File: config.mk
export PLATFORM = sky130hd
export DESIGN_NAME = dram_audio_fetcher
export DESIGN_NICKNAME = d
export VERILOG_FILES = /design/src/rtl/dram_audio_fetcher.sv
export SDC_FILE = /design/constraint.sdc
export NUM_CORES = 2
export LEC_CHECK = 0
export CORE_UTILIZATION = 54
export CTS_CLUSTER_SIZE = 20
export DETAILED_ROUTE_END_ITERATION = 10
export HOLD_SLACK_MARGIN = 0.12
export PLACE_DENSITY = 0.82
export SLEW_MARGIN = 20
export SYNTH_ARGS = -nofsm -noshare
export SYNTH_HDL_FRONTEND = slang
export SYNTH_SLANG_ARGS = --single-unit
File: constraint.sdc
create_clock -name clk_dram_ctrl -period 3.7 [get_ports clk_dram_ctrl]
set_input_delay 1.11 -clock clk_dram_ctrl [delete_from_list [all_inputs] [get_ports clk_dram_ctrl]]
set_output_delay 1.11 -clock clk_dram_ctrl [all_outputs]
set_load 0.05 [all_outputs]
File: src/rtl/dram_audio_fetcher.sv
// Per-tick DRAM fetch engine for drum voice playback.
// On each audio sample tick one word-address request goes out per active voice.
// Tagged read responses are matched back to the voices still waiting on that word.
// All voice samples are then published together as one registered set.
//
// read_addr_axis: a beat transfers on a cycle where valid && ready are both high.
// Once valid rises, data, tlast and valid stay stable until that transfer happens.
// read_data_audio_axis: ready is held high after reset, so every valid cycle is one response.
module dram_audio_fetcher #(
   parameter int VOICES         = 8,
   parameter int ADDR_WIDTH     = 24,
   parameter int SAMPLE_WIDTH   = 16,
   parameter int TIMEOUT_CYCLES = 4096
) (
   input  logic                             clk_dram_ctrl,
   input  logic                             rst_dram_ctrl_n,
   input  logic                             sample_tick,
   input  logic [VOICES-1:0]                voice_active,
   input  logic [VOICES*(ADDR_WIDTH+3)-1:0] voice_sample_index,
   output logic [ADDR_WIDTH-1:0]            read_addr_axis_data,
   output logic                             read_addr_axis_valid,
   input  logic                             read_addr_axis_ready,
   output logic                             read_addr_axis_tlast,
   input  logic [ADDR_WIDTH+127:0]          read_data_audio_axis_data,
   input  logic                             read_data_audio_axis_valid,
   output logic                             read_data_audio_axis_ready,
   output logic [VOICES*SAMPLE_WIDTH-1:0]   voice_sample,
   output logic                             samples_valid,
   output logic                             fetch_timeout,
   output logic                             tick_overrun,
   output logic                             stale_drop
);

   localparam int IW = ADDR_WIDTH + 3;
   localparam int VW = (VOICES > 1) ? $clog2(VOICES) : 1;
   localparam int CW = $clog2(TIMEOUT_CYCLES + 1);

   typedef enum logic [1:0] {
      IDLE  = 2'd0,
      ISSUE = 2'd1,
      WAIT  = 2'd2,
      DONE  = 2'd3
   } state_t;

   state_t                  state_q, state_d;
   logic [VW-1:0]           v_q, v_d;
   logic [CW-1:0]           cnt_q, cnt_d;
   logic [VOICES-1:0]       act_q;
   logic [VOICES*IW-1:0]    idx_q;
   logic [VOICES-1:0]       pending_q;
   logic [VOICES-1:0]       got_q;
   logic [SAMPLE_WIDTH-1:0] shadow_q [VOICES];

   logic                    tick_accept;
   logic                    advance;
   logic                    timeout_hit;
   logic                    act_above;
   logic [VOICES-1:0]       issue_set;
   logic [VOICES-1:0]       match;
   logic [ADDR_WIDTH-1:0]   resp_addr;
   logic [127:0]            resp_data;
   logic [SAMPLE_WIDTH-1:0] resp_sample [VOICES];

   assign resp_addr   = read_data_audio_axis_data[ADDR_WIDTH+127:128];
   assign resp_data   = read_data_audio_axis_data[127:0];
   assign tick_accept = sample_tick && (state_q == IDLE);

   // Find out whether any voice above the current one still needs a request (drives tlast).
   always_comb begin
      act_above = 1'b0;
      for (int i = 0; i < VOICES; i++) begin
         if ((i > int'(v_q)) && act_q[i]) act_above = 1'b1;
      end
   end

   // Match a response against voices that were already pending, and pick each voice's lane.
   // pending_q is the registered mask, so a request issued this cycle cannot match yet.
   always_comb begin
      match = '0;
      for (int i = 0; i < VOICES; i++) begin
         resp_sample[i] = resp_data[int'(idx_q[i*IW +: 3])*SAMPLE_WIDTH +: SAMPLE_WIDTH];
         if (pending_q[i] && (idx_q[i*IW+3 +: ADDR_WIDTH] == resp_addr)) match[i] = 1'b1;
      end
      if (!read_data_audio_axis_valid || (state_q == IDLE)) match = '0;
   end

   // Next-state logic and the read-address channel outputs.
   always_comb begin
      state_d              = state_q;
      v_d                  = v_q;
      cnt_d                = cnt_q;
      advance              = 1'b0;
      timeout_hit          = 1'b0;
      issue_set            = '0;
      read_addr_axis_valid = 1'b0;
      read_addr_axis_data  = '0;
      read_addr_axis_tlast = 1'b0;
      case (state_q)
         IDLE: begin
            if (sample_tick) begin
               state_d = ISSUE;
               v_d     = '0;
               cnt_d   = '0;
            end
         end
         ISSUE: begin
            if (act_q[v_q]) begin
               read_addr_axis_valid = 1'b1;
               read_addr_axis_data  = idx_q[int'(v_q)*IW+3 +: ADDR_WIDTH];
               read_addr_axis_tlast = !act_above;
               if (read_addr_axis_ready) begin
                  issue_set[v_q] = 1'b1;
                  advance        = 1'b1;
               end
            end else begin
               advance = 1'b1;
            end
            if (advance) begin
               if (v_q == VW'(VOICES - 1)) state_d = WAIT;
               else                        v_d     = v_q + 1'b1;
            end
         end
         WAIT: begin
            if (pending_q == '0) begin
               state_d = DONE;
            end else if (cnt_q == CW'(TIMEOUT_CYCLES - 1)) begin
               state_d     = DONE;
               timeout_hit = 1'b1;
            end else begin
               cnt_d = cnt_q + 1'b1;
            end
         end
         DONE: state_d = IDLE;
         default: state_d = IDLE;
      endcase
   end

   // FSM state, voice cursor and wait counter.
   always_ff @(posedge clk_dram_ctrl or negedge rst_dram_ctrl_n) begin
      if (!rst_dram_ctrl_n) begin
         state_q <= IDLE;
         v_q     <= '0;
         cnt_q   <= '0;
      end else begin
         state_q <= state_d;
         v_q     <= v_d;
         cnt_q   <= cnt_d;
      end
   end

   // Per-tick snapshot of the voice set plus pending/got bookkeeping and response capture.
   always_ff @(posedge clk_dram_ctrl or negedge rst_dram_ctrl_n) begin
      if (!rst_dram_ctrl_n) begin
         act_q     <= '0;
         idx_q     <= '0;
         pending_q <= '0;
         got_q     <= '0;
         for (int i = 0; i < VOICES; i++) shadow_q[i] <= '0;
      end else if (tick_accept) begin
         act_q     <= voice_active;
         idx_q     <= voice_sample_index;
         pending_q <= '0;
         got_q     <= '0;
      end else begin
         pending_q <= (pending_q & ~match) | issue_set;
         got_q     <= got_q | match;
         for (int i = 0; i < VOICES; i++) begin
            if (match[i]) shadow_q[i] <= resp_sample[i];
         end
      end
   end

   // Publish the sample set when the tick closes; timed-out voices keep their last value.
   always_ff @(posedge clk_dram_ctrl or negedge rst_dram_ctrl_n) begin
      if (!rst_dram_ctrl_n) begin
         voice_sample <= '0;
      end else if (state_q == DONE) begin
         for (int i = 0; i < VOICES; i++) begin
            if (!act_q[i])     voice_sample[i*SAMPLE_WIDTH +: SAMPLE_WIDTH] <= '0;
            else if (got_q[i]) voice_sample[i*SAMPLE_WIDTH +: SAMPLE_WIDTH] <= shadow_q[i];
         end
      end
   end

   // Single-cycle status pulses and the response-channel ready.
   always_ff @(posedge clk_dram_ctrl or negedge rst_dram_ctrl_n) begin
      if (!rst_dram_ctrl_n) begin
         read_data_audio_axis_ready <= 1'b0;
         samples_valid              <= 1'b0;
         fetch_timeout              <= 1'b0;
         tick_overrun               <= 1'b0;
         stale_drop                 <= 1'b0;
      end else begin
         read_data_audio_axis_ready <= 1'b1;
         samples_valid              <= (state_q == DONE);
         fetch_timeout              <= timeout_hit;
         tick_overrun               <= sample_tick && (state_q != IDLE);
         stale_drop                 <= read_data_audio_axis_valid &&
                                       ((state_q == IDLE) || (match == '0));
      end
   end

endmodule

==> impl_metrics.xml <==
<?xml version="1.0" encoding="UTF-8"?>
<metrics>
  <group name="run_status">
    <metric name="outcome" unit="">complete, but fails checks</metric>
    <metric name="violations" unit="">setup timing</metric>
  </group>
  <group name="logic_synthesis">
    <metric name="synth_compound_gate_area_share" unit="">0.0450</metric>
    <metric name="synth_cells" unit="">2485</metric>
    <metric name="syn_nets" unit="">2874</metric>
    <metric name="seq_area_frac_synth" unit="">0.415</metric>
    <metric name="synth.yosys.warnings" unit="">0</metric>
    <metric name="synth.area.mux_share" unit="">0.371</metric>
    <metric name="netlist.area_leader.share" unit="">0.415</metric>
    <metric name="main_combinational_cell_family_by_area_after_synthesis" unit="">multiplexers</metric>
    <metric name="synthSimpleGateAreaFrac" unit="">0.0766</metric>
    <metric name="synth.avg_cell_area" unit="sq um">12.6</metric>
    <metric name="yosys_most_used_dff" unit="">dfrtp_1</metric>
    <metric name="synth_edf_count" unit="">0</metric>
    <metric name="synthAdderAreaFrac" unit="">0.00320</metric>
    <metric name="post_synth_xor_area_fraction" unit="">0.0562</metric>
    <metric name="ys_seq_elements" unit="">519</metric>
    <metric name="cells_taking_the_most_area_after_synthesis" unit="">dfrtp_1 (41%), mux4_2 (22%), mux2_2 (12%), nand2_1 (3.9%), xor2_1 (3.4%)</metric>
    <metric name="post_synth_instance_area" unit="sq um">31300</metric>
    <metric name="synth_area_leader_cell" unit="">dfrtp_1</metric>
    <metric name="ys_async_sr_fraction" unit="">1.00</metric>
    <metric name="synth_cell_type_count" unit="">49</metric>
  </group>
  <group name="setup_path">
    <metric name="rr_startpoint" unit="">v_q[1]$_DFFE_PN0P_</metric>
    <metric name="cp.arrival" unit="ps">2960</metric>
    <metric name="critical-path-max-stage-delay" unit="ps">720</metric>
    <metric name="path_max_fanout" unit="">14</metric>
    <metric name="rr_worst_depth" unit="">9</metric>
    <metric name="crit_path_top_delay_cell" unit="">o311ai_1</metric>
    <metric name="worst-setup-path-type" unit="">reg -&gt; out</metric>
    <metric name="setup.worst_path.start_class" unit="">flip-flop</metric>
    <metric name="crit_path_cell_trace" unit="">o311ai_1 -&gt; a211o_1 -&gt; nand2_4 -&gt; clkbuf_16 -&gt; nor3_4 -&gt; buf_12</metric>
    <metric name="r2r_slack" unit="ps">650</metric>
    <metric name="data_required_critical_path" unit="ps">2590</metric>
    <metric name="r2r_end" unit="">state_q[1]$_DFFE_PN0P_</metric>
    <metric name="cp-end-kind" unit="">output port</metric>
  </group>
  <group name="finish">
    <metric name="nNetsFinal" unit="">3379</metric>
    <metric name="final_util" unit="">0.716</metric>
    <metric name="final_cell_area" unit="sq um">40700</metric>
    <metric name="most-common-layout-cells" unit="">clkdlybuf4s50_1 (512), dfrtp_1 (501), mux2_2 (329), nand2_1 (320), mux4_2 (303)</metric>
    <metric name="drive_gt1_frac" unit="">0.320</metric>
    <metric name="area_delta_synth_final" unit="%">29.9</metric>
    <metric name="final_common_cell" unit="">clkdlybuf4s50_1</metric>
    <metric name="stdcell_count" unit="">3816</metric>
  </group>
  <group name="cts">
    <metric name="clock-sinks" unit="">519</metric>
    <metric name="htree_levels" unit="">2</metric>
    <metric name="cts.root.buffer_cell" unit="">clkbuf_16</metric>
    <metric name="clk_transition_reported_paths" unit="ps">70</metric>
    <metric name="hold_buffers" unit="">0</metric>
    <metric name="max-clock-path-buffers" unit="">3</metric>
    <metric name="source_to_sink_clock_delay_at_the_later_pin_of_the_worst_skew_pair" unit="ps">630</metric>
    <metric name="clock_tree_from_tritoncts" unit="">done</metric>
    <metric name="cts_buffers" unit="">55</metric>
  </group>
  <group name="global_route">
    <metric name="number_of_antenna_violations_at_the_first_check_in_global_routing" unit="">36</metric>
    <metric name="grt_util_all_layers" unit="">0.399</metric>
    <metric name="globalRouteOverflowTotal" unit="">0</metric>
    <metric name="grt_max_degree" unit="">83</metric>
    <metric name="number_of_global_route_vias_before_repair" unit="">26000</metric>
    <metric name="grt_first_pass_wirelength" unit="um">172000</metric>
  </group>
  <group name="timing">
    <metric name="totalNegativeSetupSlack" unit="ps">-7730</metric>
    <metric name="post-route-period-util" unit="">1.10</metric>
    <metric name="worst_slew_pin_slew" unit="ps">1310</metric>
    <metric name="report.final.hold_viol_count" unit="">0</metric>
    <metric name="setup_viol_count_final" unit="">26</metric>
    <metric name="timing.slew.headroom" unit="">0.128</metric>
    <metric name="timing.final.crit_period" unit="ps">4070</metric>
    <metric name="fin_ws" unit="ps">-371</metric>
    <metric name="worst_clock_skew" unit="ps">23.6</metric>
    <metric name="unrepaired_setup_endpoints_after_global_routing" unit="">true</metric>
    <metric name="fmax" unit="GHz">0.246</metric>
    <metric name="drv_slew" unit="">0</metric>
  </group>
  <group name="routing">
    <metric name="totalWireLength" unit="um">119000</metric>
    <metric name="drt_iter0_markers" unit="">2835</metric>
    <metric name="route.antenna.remaining_nets" unit="">0</metric>
    <metric name="drcViolationCount" unit="">0</metric>
    <metric name="detailedRoute.firstPassIterationCount" unit="">6</metric>
    <metric name="routed_via_count_divided_by_cell_count" unit="">6.71</metric>
    <metric name="num_vias" unit="">25600</metric>
    <metric name="post_drt_wl_per_cell" unit="um">31.1</metric>
  </group>
  <group name="power">
    <metric name="clockPowerShare" unit="">0.460</metric>
    <metric name="power.leakage" unit="uW">0.0166</metric>
    <metric name="worst_ir_drop_vdd" unit="mV">0.346</metric>
    <metric name="switching_power" unit="uW">3200</metric>
    <metric name="comb_power_share" unit="">0.106</metric>
    <metric name="power_switching_share" unit="">0.241</metric>
    <metric name="seq_power_share" unit="">0.434</metric>
    <metric name="p_per_area" unit="nW/um^2">326</metric>
    <metric name="internal_power" unit="uW">10100</metric>
  </group>
  <group name="placement">
    <metric name="place_inst" unit="">3677</metric>
    <metric name="place.port_buffers" unit="">539</metric>
    <metric name="gp_congestion" unit="">0.968</metric>
    <metric name="placement.setup.worst_slack" unit="ps">-7.38</metric>
    <metric name="total_half_perimeter_wirelength_after_legalization_and_detailed_placement" unit="um">87400</metric>
    <metric name="detailed_place.area" unit="sq um">38200</metric>
  </group>
  <group name="die">
    <metric name="die_y" unit="um">243</metric>
    <metric name="floorplan.core_area" unit="sq um">56800</metric>
    <metric name="floorplan.die_area" unit="sq um">58900</metric>
    <metric name="floorplan.initialDensity" unit="">0.551</metric>
    <metric name="row_count" unit="">87</metric>
    <metric name="io_pins" unit="">540</metric>
    <metric name="die_width" unit="um">243</metric>
  </group>
  <group name="min_path">
    <metric name="hold_path.class" unit="">in -&gt; async</metric>
  </group>
  <group name="job">
    <metric name="max_cap_viols" unit="">0</metric>
  </group>
</metrics>
-- Yosys cell counts (all sizes together) (2+ instances only) --
| master | number |
|---|---|
| mux4 | 303 |
| a2bb2oi | 2 |
| nor2b | 5 |
| nor3 | 12 |
| dfrtp | 519 |
| nand3 | 20 |
| nand2 | 322 |
| inv | 22 |
| ha | 8 |
| or4 | 3 |
| nor4 | 40 |
| and3 | 8 |
| a21oi | 94 |
| xor2 | 122 |
| a32o | 2 |
| a2111oi | 2 |
| xnor2 | 79 |
| nor2 | 85 |
| o21a | 9 |
| o22ai | 4 |
| buf | 76 |
| clkbuf | 136 |
| mux2 | 353 |
| mux2i | 71 |
| nand4 | 28 |
| o21ai | 143 |
| o311ai | 2 |
-- stage by stage --
step	total power [uW]	hold slack, ps
finish	13300	472
global route	13600	509
CTS	13300	483
detailed placement	7230	470
global placement	7200	460
floorplan	6330	459
-- registers in the layout, summed over array words and instances (netlist names) --
name,count
idx_q,216
shadow_q,128
voice_sample,128
cnt_q,13
act_q,8
got_q,8
pending_q,8
v_q,3
state_q,2
fetch_timeout,1
read_data_audio_axis_ready,1
samples_valid,1
stale_drop,1
tick_overrun,1
-- timing repair --
item / 4_1_cts / 5_1_grt
buffers inserted: 2 / 7
pin swaps: 0 / 2
setup endpoints to repair: 26 / 26
gates cloned: 1 / 2
gates resized for setup: 22 / 34
-- kinds of logic after synthesis --
group | count (synthesis)
buffers and inverters | 234
DFF | 519
and+or+nand+nor | 531
xor gates and xnor gates | 201
other | 1
muxes | 727
adders and majority gates | 8
AOI/OAI and AO/OA | 264
-- critical path: cells and delay by family, from the launching register on --
| family | cells | cell delay (ps) |
|---|---|---|
| buffers and inverters | 2 | 410 |
| and+or+nand+nor | 2 | 360 |
| AOI/OAI and AO/OA | 2 | 1020 |
| DFF | 1 | 520 |
-- worst max path at each step --
| stage | end | depth (start not counted) | from |
|---|---|---|---|
| 2_1_floorplan | read_addr_axis_data[13] | 6 | v_q[1]$_DFFE_PN0P_ |
| 3_3_place_gp | shadow_q[22]$_DFFE_PN0P_ | 7 | read_data_audio_axis_data[150] |
| 3_5_place_dp | shadow_q[18]$_DFFE_PN0P_ | 7 | read_data_audio_axis_data[150] |
| 4_1_cts | read_addr_axis_valid | 7 | v_q[1]$_DFFE_PN0P_ |
| 5_1_grt | read_addr_axis_tlast | 6 | v_q[2]$_DFFE_PN0P_ |
| 6_report | read_addr_axis_tlast | 6 | v_q[2]$_DFFE_PN0P_ |
-- metal layers --
metal / track usage / part of all wire / vias up / routed length (um)
met1: 0.470 / 0.33 / 12800 / 39500
met3: 0.0997 / 0.11 / 513 / 12700
met4: 0.288 / 0.087 / 32 / 10300
met2: 0.638 / 0.47 / 2000 / 55900
met5: 0.000817 / 0.0017 / - / 204
li1: - / - / 10200 / -
-- cell type report --
class	count	area, sq um
Multi-Input combinational cell	1732	17600
Fill cell	3757	16200
Sequential cell	519	13000
Timing Repair Buffer	660	6980
Clock buffer	74	1570
Tap cell	756	946
Clock inverter	30	419
Inverter	22	97.6
Antenna cell	23	57.6
-- power by group through the flow --
stage | combinational [uW] | clock, uW | sequential (uW)
detailed placement | 1380 | 0 | 5850
global route | 1470 | 6350 | 5750
finish | 1410 | 6100 | 5750
CTS | 1390 | 6130 | 5750
global placement | 1350 | 0 | 5850
floorplan | 473 | 0 | 5850
Note: power is estimated with default switching activity, not from simulation.
